==> src/rtl/vla_pkg.sv <==
// vla_pkg: shared opcode, state and strobe definitions for the VLA sequencer
package vla_pkg;
    localparam int PHASE_W = 3;
    localparam logic [2:0] OP_HLT = 3'd0;
    localparam logic [2:0] OP_SKZ = 3'd1;
    localparam logic [2:0] OP_ADD = 3'd2;
    localparam logic [2:0] OP_AND = 3'd3;
    localparam logic [2:0] OP_XOR = 3'd4;
    localparam logic [2:0] OP_LDA = 3'd5;
    localparam logic [2:0] OP_STO = 3'd6;
    localparam logic [2:0] OP_JMP = 3'd7;
    localparam logic [2:0] ALU_LO = OP_ADD;
    localparam logic [2:0] ALU_HI = OP_LDA;
    typedef enum logic [1:0] {RUN, HALTED, PAUSED} state_t;
    typedef struct packed {
        logic sel;
        logic rd;
        logic ld_ir;
        logic inc_pc;
        logic halt;
        logic ld_pc;
        logic data_e;
        logic ld_ac;
        logic wr;
    } strobes_t;
endpackage

==> src/rtl/vla_decode.sv <==
// vla_decode: combinational phase/opcode/zero to datapath strobe decoder
// phase, opcode, zero in; strobes (9 datapath strobes), illegal (opcode >= 8), is_alu out
module vla_decode
    import vla_pkg::*;
#(
    parameter int OPCODE_W = 3
) (
    input  logic [PHASE_W-1:0]  phase,
    input  logic [OPCODE_W-1:0] opcode,
    input  logic                zero,
    output strobes_t            strobes,
    output logic                illegal,
    output logic                is_alu
);
    logic [2:0] op;
    logic is_hlt, is_skz, is_sto, is_jmp;
    always_comb begin
        op      = opcode[2:0];
        illegal = 32'(opcode) > 32'd7;
        is_alu  = !illegal && op >= ALU_LO && op <= ALU_HI;
        is_hlt  = illegal || op == OP_HLT;
        is_skz  = !illegal && op == OP_SKZ;
        is_sto  = !illegal && op == OP_STO;
        is_jmp  = !illegal && op == OP_JMP;
        strobes = '0;
        case (phase)
            3'd0: strobes.sel = 1'b1;
            3'd1: begin
                strobes.sel = 1'b1;
                strobes.rd  = 1'b1;
            end
            3'd2, 3'd3: begin
                strobes.sel   = 1'b1;
                strobes.rd    = 1'b1;
                strobes.ld_ir = 1'b1;
            end
            3'd4: begin
                strobes.inc_pc = 1'b1;
                strobes.halt   = is_hlt;
            end
            3'd5: strobes.rd = is_alu;
            3'd6: begin
                strobes.rd     = is_alu;
                strobes.inc_pc = is_skz && zero;
                strobes.ld_pc  = is_jmp;
                strobes.data_e = is_sto;
            end
            default: begin
                strobes.rd     = is_alu;
                strobes.ld_pc  = is_jmp;
                strobes.data_e = is_sto;
                strobes.ld_ac  = is_alu;
                strobes.wr     = is_sto;
            end
        endcase
    end
endmodule

==> src/rtl/vla_sequencer.sv <==
// vla_sequencer: 8-phase VLA instruction sequencer with wait states, watchdog, halt/pause and step
// clk, rst (sync, active-high); opcode, zero, mem_ready, step_en, resume in
// sel..wr datapath strobes, phase, instr_done, illegal, bus_err out
module vla_sequencer
    import vla_pkg::*;
#(
    parameter int OPCODE_W   = 3,
    parameter int WAIT_LIMIT = 15
) (
    input  logic                clk,
    input  logic                rst,
    input  logic [OPCODE_W-1:0] opcode,
    input  logic                zero,
    input  logic                mem_ready,
    input  logic                step_en,
    input  logic                resume,
    output logic                sel,
    output logic                rd,
    output logic                ld_ir,
    output logic                inc_pc,
    output logic                halt,
    output logic                ld_pc,
    output logic                data_e,
    output logic                ld_ac,
    output logic                wr,
    output logic [PHASE_W-1:0]  phase,
    output logic                instr_done,
    output logic                illegal,
    output logic                bus_err
);
    localparam int CNT_W = $clog2(WAIT_LIMIT + 2);
    state_t state, state_nxt;
    logic [PHASE_W-1:0] phase_q, phase_nxt;
    logic [CNT_W-1:0] stall, stall_nxt;
    logic ill_q, ill_nxt, bus_q, bus_nxt;
    logic run, access, adv, wd, dec_ill, dec_alu;
    strobes_t dec, out;
    vla_decode #(.OPCODE_W(OPCODE_W)) u_decode (
        .phase   (phase_q),
        .opcode  (opcode),
        .zero    (zero),
        .strobes (dec),
        .illegal (dec_ill),
        .is_alu  (dec_alu)
    );
    always_comb begin
        run    = state == RUN;
        // is_alu covers the rd of phases 5-7; phases 1-3 always fetch
        access = dec.rd | dec.wr | (dec_alu && phase_q >= 3'd5);
        adv    = run && (!access || mem_ready);
        // fires on the stall cycle that would bring the counter to WAIT_LIMIT
        wd     = run && !adv && WAIT_LIMIT != 0 && 32'(stall) + 32'd1 == WAIT_LIMIT;
        out       = (!rst && run) ? dec : '0;
        out.halt  = !rst && (run ? dec.halt : state == HALTED);
        instr_done = !rst && adv && phase_q == 3'd7;
        state_nxt = state;
        phase_nxt = phase_q;
        stall_nxt = stall;
        ill_nxt   = ill_q;
        bus_nxt   = bus_q;
        if (!run) begin
            if (resume) begin
                state_nxt = RUN;
                phase_nxt = '0;
                stall_nxt = '0;
                ill_nxt   = 1'b0;
                bus_nxt   = 1'b0;
            end
        end else if (wd) begin
            state_nxt = HALTED;
            bus_nxt   = 1'b1;
        end else if (!adv) begin
            stall_nxt = stall + CNT_W'(1);
        end else begin
            stall_nxt = '0;
            if (dec.halt) begin
                state_nxt = HALTED;
                ill_nxt   = dec_ill;
            end else if (phase_q == 3'd7 && step_en) begin
                state_nxt = PAUSED;
                phase_nxt = '0;
            end else begin
                phase_nxt = phase_q + 3'd1;
            end
        end
    end
    always_ff @(posedge clk) begin
        if (rst) begin
            state   <= RUN;
            phase_q <= '0;
            stall   <= '0;
            ill_q   <= 1'b0;
            bus_q   <= 1'b0;
        end else begin
            state   <= state_nxt;
            phase_q <= phase_nxt;
            stall   <= stall_nxt;
            ill_q   <= ill_nxt;
            bus_q   <= bus_nxt;
        end
    end
    assign {sel, rd, ld_ir, inc_pc, halt, ld_pc, data_e, ld_ac, wr} = out;
    assign phase   = phase_q;
    assign illegal = ill_q;
    assign bus_err = bus_q;
endmodule

==> config.mk <==
export PLATFORM = sky130hd
export DESIGN_NAME = vla_sequencer
export DESIGN_NICKNAME = d
export VERILOG_FILES = /design/src/rtl/vla_pkg.sv /design/src/rtl/vla_decode.sv /design/src/rtl/vla_sequencer.sv
export SDC_FILE = /design/constraint.sdc
export NUM_CORES = 1
export LEC_CHECK = 0
export ABC_AREA = 1
export CORE_MARGIN = 3
export CORE_UTILIZATION = 40
export CTS_CLUSTER_DIAMETER = 150
export DETAILED_ROUTE_END_ITERATION = 10
export HOLD_SLACK_MARGIN = 0.08
export PLACE_DENSITY = 0.68
export SLEW_MARGIN = 15
export SYNTH_ARGS = -nofsm -noshare
export SYNTH_HDL_FRONTEND = slang
export SYNTH_SLANG_ARGS = --single-unit
==> constraint.sdc <==
create_clock -name clk -period 2.2 [get_ports clk]
set_input_delay 0.33 -clock clk [delete_from_list [all_inputs] [get_ports clk]]
set_output_delay 0.33 -clock clk [all_outputs]
set_load 0.01 [all_outputs]
==> results.md, run 1 <==
- Setup crit end kind: output pin
- P_leak: 0.000632 µW
- Syn avg cell area: 6.54 µm²
- Setup Viol. Count Final: 0
- I/O pins: 24
- Die height: 54.0 µm
- CTS tree: built
- WP data required: 1.87 ns
- All-layer global routing usage: 17.6%
- Starting DRT DRC Count: 20
- Register Area: 223 µm²
- Worst vdd ir: 623 µV
- Status: complete, no violations
- CP Class: register to output pin
- DR WL/cell: 11.2 µm
- Final core occ: 62.1%
- Maxcap violations: 0
- Chip width: 54.0 µm
- Fin cells: 204
- Starting density of the core: 44.7%
- Worst skew pair latency: 0.27 ns
- Pin count of the biggest net entering global routing: 10
- Antenna diodes: 0
- Number of nets in the layout: 195
- Post-DR vias/cell: 4.84
- Root Driver: clkbuf_4
- Clock skew: 0.00313 ns
- Fmax: 469 MHz
- Multi-input logic area: 603 µm²
- Fin crit period: 2.13 ns
- Hold-fix buffers at CTS: 0
- Slew Viols, Final: 0
- Most frequent cells in the layout: nand2_1 (27), inv_1 (21), nor2_1 (19), clkdlybuf4s50_1 (13), buf_4 (13)
- Synth Net Count: 158
- Fillcell total: 212
- Most common cell after layout, fill and taps aside: nand2_1
- Register bit total from synthesis: 11
- Peak fanout along the critical path: 4
- Clock Pin Slew Worst Setup and Hold Paths: 0.07 ns
- Routed wire length: 2280 µm
- Total power: 1400 µW
- Num rows: 16
- Critical Path Source Type: register
- Syn-to-layout area delta: 38.9%
- Min-Delay Path Class: register to register
- Drc violations: 0
- Global route total overflow: 0
- Share of layout cells above drive strength 1: 20.9%
- Sink Count: 11
- Core Box Area: 2060 µm²
- GPL Wtd Cong: 0.791
- WHS Path Cells: 2
- H-tree levels: 1
- Area leader, netlist: dfxtp_1
- Sequential fraction of the synthesis area: 23.9%
- HPWL Detailed: 1840 µm
- Synth area leaders: dfxtp_1 (24%), nand2_1 (11%), ha_1 (11%)
- Fin. Hold Viols: 0
- Initial antenna violation count: 0
- Die footprint: 2920 µm²
- CTS buffer count: 3
- Vias: 987
- DP Cell Count: 199
- Antenna viol nets, final: 0
- Final Cycle Share: 96.9%
- First-pass GRT wire length: 3780 µm
- Unique cell type count in the Yosys netlist: 27
- CTS max path bufs: 2
- Unrepaired setup endpoints after global routing: true
- Worst-case reg-to-reg path depth: 14
- Yosys warns: 0
- Arrival @ worst endpoint: 1.80 ns
- DR pass1 iterations: 4
- # port buffers: 22
- Top cell type's share of synthesized area: 23.9%
- Number of global-route vias before repair: 889
- Cells after Synth: 141
- Synthesized cell area: 922 µm²
- Cell Pwr Density: 1090 nW/µm²
## final cells by class
type,instances,area share [%]
Multi-Input combinational cell,105,47.1
Inverter,22,6.64
Tap cell,27,2.64
Clock buffer,4,2.05
Sequential cell,11,17.4
Timing Repair Buffer,35,24.2
## per-stage QoR
| stage | hold slack (ns) | worst slack (ns) | area [µm²] | TNS, ns |
|---|---|---|---|---|
| after floorplan | 0.453 | 0.400 | 922 | 0 |
| after global placement | 0.454 | -0.0855 | 1250 | -0.127 |
| after detailed placement | 0.459 | -0.168 | 1250 | -0.292 |
| after CTS | 0.469 | 0.0214 | 1270 | 0 |
| after global routing | 0.501 | -0.0550 | 1280 | -0.0550 |
| final | 0.469 | 0.0676 | 1280 | 0 |
## state kept, by name, summed over array words and instances (netlist names)
signal / flops
stall: 5
bus_err: 1
phase: 3
state: 2
## synth_stat cells (all sizes together)
master / instances
dfxtp: 11
o21bai: 1
nor4: 1
clkbuf: 1
or2: 1
nand3: 8
ha: 8
xor2: 1
a211oi: 1
nor3: 4
buf: 2
nor2: 28
a21oi: 12
inv: 22
conb: 1
nand2: 30
o21ai: 6
nand4: 3
## what timing repair did
action / in CTS / in global routing
gates resized for setup: 10 / 8
pin swaps: 1 / 1
cloned: 0 / 0
buffers inserted: 0 / 1
setup endpoints to repair: 6 / 5
## routing by layer
layer	part of all wire (%)	global-route usage (%)	vias up
met5	0	0	-
met4	0	2.49	0
met3	5.8	6.09	0
met2	47	28.2	20
met1	47	23.1	446
li1	-	-	521
## where the power goes
part / switching [µW] / leakage (µW) / internal (µW)
sequential: 53.9 / 0.0000903 / 253
combinational: 517 / 0.000526 / 440
clock: 67.8 / 0.0000150 / 70.3
## cells by family (layout without fill, tap and decap cells)
group                    Yosys count  in the layout  synth area share, %
AND/OR/NAND/NOR                   75             75                 40.4
XOR/XNOR                           1              1                0.950
other                              1              1                0.407
adder cells (fa/ha/maj)            8              8                 10.9
flip-flops                        11             11                 23.9
buffers and inverters             25             61                 11.3
AO/OA/AOI/OAI                     20             20                 12.2
## path summary, 6_finish.rpt
kind / from / end / slack (ns)
max reg2reg: phase[0]$_SDFFE_PP0P_ / state[0]$_SDFFE_PP0P_ / 0.26
max: phase[0]$_SDFFE_PP0P_ / rd / 0.07
min reg2reg: bus_err$_SDFFE_PP0P_ / bus_err$_SDFFE_PP0P_ / 0.47
min: bus_err$_SDFFE_PP0P_ / bus_err$_SDFFE_PP0P_ / 0.47
## critical path, cell delays in order (launching register included)
cell and delay (ns):
dfxtp_2 0.36, inv_1 0.08, ha_1 0.23, nor2_2 0.14, o21bai_1 0.09, nor2_2 0.19, buf_4 0.14, nor2_1 0.03
dlygate4sd2_1 0.29
Power figures use the tool's default switching activity.
==> run 2, diff against run 1 <==
- CORE_MARGIN: 3 -> 2
- SETUP_SLACK_MARGIN: not set -> 0.3
==> run 2 against run 1 <==
Critical endpoint is now instr_done. Critical path type unchanged. Utilization increased by 3.1 points. Total power up 20%. Combinational power increased by 25%.
==> results.md, run 2 (synthesized netlist as in run 1, its figures left out) <==
- Fillcell total: 197
- Fin cells: 209
- Number of flip-flops under the largest register name: 5
- Clock Pin Slew Worst Setup and Hold Paths: 0.07 ns
- Die footprint: 2710 µm²
- Number of nets in the layout: 199
- Root Driver: clkbuf_4
- # port buffers: 22
- Clock skew: 0.00262 ns
- Most flop-heavy register: stall
- Worst vdd ir: 696 µV
- Cell Pwr Density: 1180 nW/µm²
- Status: complete, no violations
- Starting density of the core: 42.1%
- Starting DRT DRC Count: 14
- H-tree levels: 1
- Most common cell after layout, fill and taps aside: nand2_1
- Cell area after layout: 1430 µm²
- Global route total overflow: 0
- Arrival @ worst endpoint: 1.64 ns
- Vias: 1,009
- Area after DPL: 1230 µm²
- WP data required: 1.87 ns
- Fin. Hold Viols: 0
- Setup TNS: 0 ns
- HPWL Detailed: 1790 µm
- Most frequent cells in the layout: nand2_1 (24), inv_1 (18), nor2_1 (16), buf_4 (16), clkdlybuf4s50_1 (11)
- Slowest library cell on the worst path: dfxtp_4
- CTS buffer count: 3
- Setup crit end kind: output pin
- Peak fanout along the critical path: 5
- Final Cycle Share: 89.7%
- Post-DR vias/cell: 4.83
- Min-Delay Path Class: register to register
- Chip width: 52.0 µm
- Die height: 52.0 µm
- GPL Wtd Cong: 0.778
- Pin count of the biggest net entering global routing: 10
- Maxcap violations: 0
- Fmax: 507 MHz
- Critical Path Source Type: register
- DR WL/cell: 11.9 µm
- Antenna viol nets, final: 0
- Syn-to-layout area delta: 55.1%
- CP cell instances: inv_4, ha_4, nor2_4, buf_6, nand2_4, nor2_4, nor2_2, nand2_4, a21oi_2, buf_2
- Slew Viols, Final: 0
- CP Class: register to output pin
- Routed wire length: 2480 µm
- Sink Count: 11
- All-layer global routing usage: 18.1%
- Slowest Stage Delay on Critical Path: 0.41 ns
- Core Box Area: 2190 µm²
- Hold-fix buffers at CTS: 0
- DP Cell Count: 198
- Worst skew pair latency: 0.27 ns
- P_leak: 0.000625 µW
- First-pass GRT wire length: 3680 µm
- Dpl ws: -0.158 ns
- Antenna diodes: 0
- Num rows: 17
- CTS max path bufs: 2
- PnR worst setup slack: 0.226 ns
- Number of global-route vias before repair: 898
- Drc violations: 0
- Fin crit period: 1.97 ns
- I/O pins: 24
- Share of layout cells above drive strength 1: 37.6%
- CTS tree: built
- Initial antenna violation count: 0
- Total power: 1690 µW
- Setup Viol. Count Final: 0
- Unrepaired setup endpoints after global routing: true
- DR pass1 iterations: 4
## run 2: cell count changes in the layout (fill, tap and decap cells not counted), sizes merged
cell	before	now
clkdlybuf4s50	13	11
dlymetal6s2s	3	0
buf	13	23
dlygate4sd2	4	2
clkbuf	6	7
## run 2: path summary, 6_finish.rpt
| check | slack, ns | end | cells past startpoint | from |
|---|---|---|---|---|
| max | 0.23 | instr_done | 10 | phase[1]$_SDFFE_PP0P_ |
| min | 0.47 | bus_err$_SDFFE_PP0P_ | 2 | bus_err$_SDFFE_PP0P_ |
| max reg2reg | 0.29 | stall[1]$_SDFFE_PP0P_ | 14 | phase[1]$_SDFFE_PP0P_ |
| min reg2reg | 0.47 | bus_err$_SDFFE_PP0P_ | 2 | bus_err$_SDFFE_PP0P_ |
## run 2: cell type report
| type | instances | area (µm²) | area share (%) |
|---|---|---|---|
| multi-input cells | 105 | 744 | 52.1 |
| repair buffers | 39 | 304 | 21.3 |
| flip-flops and latches | 11 | 228 | 15.9 |
| inverters | 22 | 92.6 | 6.47 |
| well taps | 28 | 35.0 | 2.45 |
| clock buffers | 4 | 26.3 | 1.84 |
## run 2: through the flow
step | hold WS [ns] | utilization, %
floorplan | 0.453 | -
global placement | 0.456 | 56.3
detailed placement | 0.461 | 56.3
CTS | 0.471 | 58.7
global route | 0.509 | 65.3
finish | 0.465 | 65.3
## run 2: what timing repair did
item / in CTS / in global routing
setup buffers: 3 / 4
pin swaps: 4 / 17
resized for setup: 39 / 40
endpoints found under the setup margin: 17 / 16
## run 2: critical path, delay by kind of cell (launching register included)
kind	cells	cell delay (ns)
flip-flops	1	0.41
AND/OR/NAND/NOR	5	0.42
AO/OA/AOI/OAI	1	0.05
adder cells (fa/ha/maj)	1	0.17
buffers and inverters	3	0.32
## run 2: metal layers
metal	GRT usage (%)	routed length, µm	up-vias
met3	2.01	74	4
li1	-	-	526
met2	34.2	1280	22
met1	20.0	1100	457
met5	0	0	-
met4	7.46	29	0
## run 2: power by group
| part | internal [µW] | leakage [µW] | switching, µW |
|---|---|---|---|
| clock network | 70.3 | 0.0000150 | 68.3 |
| logic | 571 | 0.000519 | 632 |
| registers | 261 | 0.0000909 | 82.4 |
| total | 902 | 0.000625 | 783 |
==> run 3, diff against run 2 <==
- CORE_ASPECT_RATIO: not set -> 1.4
- CTS_CLUSTER_SIZE: not set -> 28
==> run 3 against run 2 <==
Via count grew 2.0%. Total power grew 3.8%. First-iteration DRC count shrank 7.1%. Final area shrank 0.26%. Register-to-register slack lost 0.02 ns. Setup slack is essentially flat. Sequential power shrank 7.6%. Clock power grew 4%. Global-route usage grew 1.4 points. Flip-flop and latch count is the same. Die area grew 0.20%. Critical path depth shrank 3. Largest power group unchanged.
==> results.md, run 3 (synthesized netlist as in run 1, its figures left out) <==
- Starting density of the core: 42.4%
- HPWL Detailed: 1770 µm
- Global route total overflow: 0
- Number of global-route vias before repair: 1,004
- CP cell instances: ha_2, ha_1, o21bai_4, nor2_4, nand2_4, a21oi_2, buf_2
- H-tree levels: 1
- Final core occ: 65.5%
- # port buffers: 22
- Top sig layer: met4
- Post-DR vias/cell: 5.04
- NetSw: 795 µW
- Final Cycle Share: 89.7%
- Worst vdd ir: 632 µV
- First-pass GRT wire length: 3880 µm
- Critical Path Source Type: register
- Antenna diodes: 0
- Number of nets in the layout: 200
- Vias: 1,029
- WP data required: 1.87 ns
- Number of flip-flops under the largest register name: 5
- Initial antenna violation count: 0
- Wire length on met2: 1390 µm
- Met3 Wirelength: 79 µm
- Most common cell after layout, fill and taps aside: nand2_1
- I/O pins: 24
- Drc violations: 0
- Die footprint: 2710 µm²
- Maxcap violations: 0
- Fin crit period: 1.97 ns
- Arrival @ worst endpoint: 1.64 ns
- Seq pwr share: 18.1%
- Slew Viols, Final: 0
- Pin count of the biggest net entering global routing: 10
- DR WL/cell: 12.1 µm
- Fin. Hold Viols: 0
- Sw Ratio: 45.4%
- Slowest library cell on the worst path: dfxtp_4
- Clock Pin Slew Worst Setup and Hold Paths: 0.07 ns
- Bufs and invs on worst path: 1
- Sink Count: 11
- Unrepaired setup endpoints after global routing: true
- DR pass1 iterations: 4
- Combinational power share: 73.6%
- CP top delay family: flip-flops
- Setup crit end kind: output pin
- P_leak: 0.000624 µW
- Worst skew pair latency: 0.28 ns
- CTS tree: built
- Die height: 60.8 µm
- Hold-fix buffers at CTS: 0
- All-layer global routing usage: 19.4%
- Starting DRT DRC Count: 13
- Antenna viol nets, final: 0
- Share of layout cells above drive strength 1: 39.6%
- Fmax: 506 MHz
- CP Class: register to output pin
- Most flop-heavy register: stall
- Total power: 1750 µW
- Multi-input logic area: 728 µm²
- Chip width: 44.6 µm
- Routed wire length: 2470 µm
- CTS buffer count: 3
- Setup Viol. Count Final: 0
- Clk pwr share: 8.2%
- GPL Wtd Cong: 0.810
- Root Driver: clkbuf_4
- Register Area: 228 µm²
- Hold slack: 0.484 ns
- Clock skew: 0.00459 ns
- Core Box Area: 2180 µm²
- Most frequent cells in the layout: nand2_1 (24), inv_1 (16), nor2_1 (16), clkdlybuf4s50_1 (12), buf_4 (12)
- CTS max path bufs: 2
- Syn-to-layout area delta: 54.7%
- Min-Delay Path Class: register to register
- PnR worst setup slack: 0.226 ns
- Dpl ws: -0.152 ns
- Cell Pwr Density: 1230 nW/µm²
- Slowest Stage Delay on Critical Path: 0.36 ns
- Peak fanout along the critical path: 4
- Num rows: 20
- Status: complete, no violations
- Fillcell total: 198
- Wl on met1: 935 µm
- Internal Power: 955 µW
==> run 3: changes by cell type in the layout (fill, tap and decap cells not counted), sizes merged <==
cell,change
clkdlybuf4s50,+1
dlygate4sd2,-1
clkbuf,+1
==> run 3: power by group through the flow <==
stage,Clock [µW],Sequential (µW),Combinational (µW)
detailed placement,0,303,930
CTS,149,312,1040
finish,144,317,1290
global route,151,324,1420
global placement,0,301,910
floorplan,0,309,545
==> run 3: layout make-up <==
type,count,area share (%)
inverters,22,5.96
clock buffers,4,1.84
flip-flops and latches,11,16.0
repair buffers,40,23.2
multi-input cells,105,51.1
well taps,22,1.93
==> run 3: repair_timing <==
item	CTS	global route
resized for setup	39	41
pin swaps	3	11
endpoints found under the setup margin	20	19
setup buffers	3	1
==> run 3: worst paths after layout <==
check                                      startpoint                     to  slack, ns  depth (start not counted)
worst max-delay path            phase[0]$_SDFFE_PP0P_             instr_done       0.23                          7
worst min-delay path             bus_err$_SDFFE_PP0P_   bus_err$_SDFFE_PP0P_       0.48                          2
worst max register to register  phase[0]$_SDFFE_PP0P_  state[1]$_SDFFE_PP0P_       0.27                         14
worst min register to register   bus_err$_SDFFE_PP0P_   bus_err$_SDFFE_PP0P_       0.48                          2
==> run 3: worst register-to-register path: cells and delay by family (launching register included) <==
kind                     cells  cell delay, ns
AND/OR/NAND/NOR              9            0.81
flip-flops                   1            0.36
buffers and inverters        3            0.34
adder cells (fa/ha/maj)      1            0.16
AO/OA/AOI/OAI                1            0.14
==> run 3: layer usage <==
layer	global-route usage [%]	up-vias
li1	-	533
met5	0	-
met4	13.0	0
met3	0.893	9
met2	37.7	25
met1	19.2	462
==> run 3: stage by stage <==
| stage | cell area, µm² | instances | TNS (ns) |
|---|---|---|---|
| after floorplan | 922 | 141 | 0 |
| after global placement | 1260 | 196 | -0.194 |
| after detailed placement | 1260 | 196 | -0.268 |
| after CTS | 1320 | 203 | 0 |
| after global routing | 1430 | 204 | 0 |
| final | 1430 | 204 | 0 |
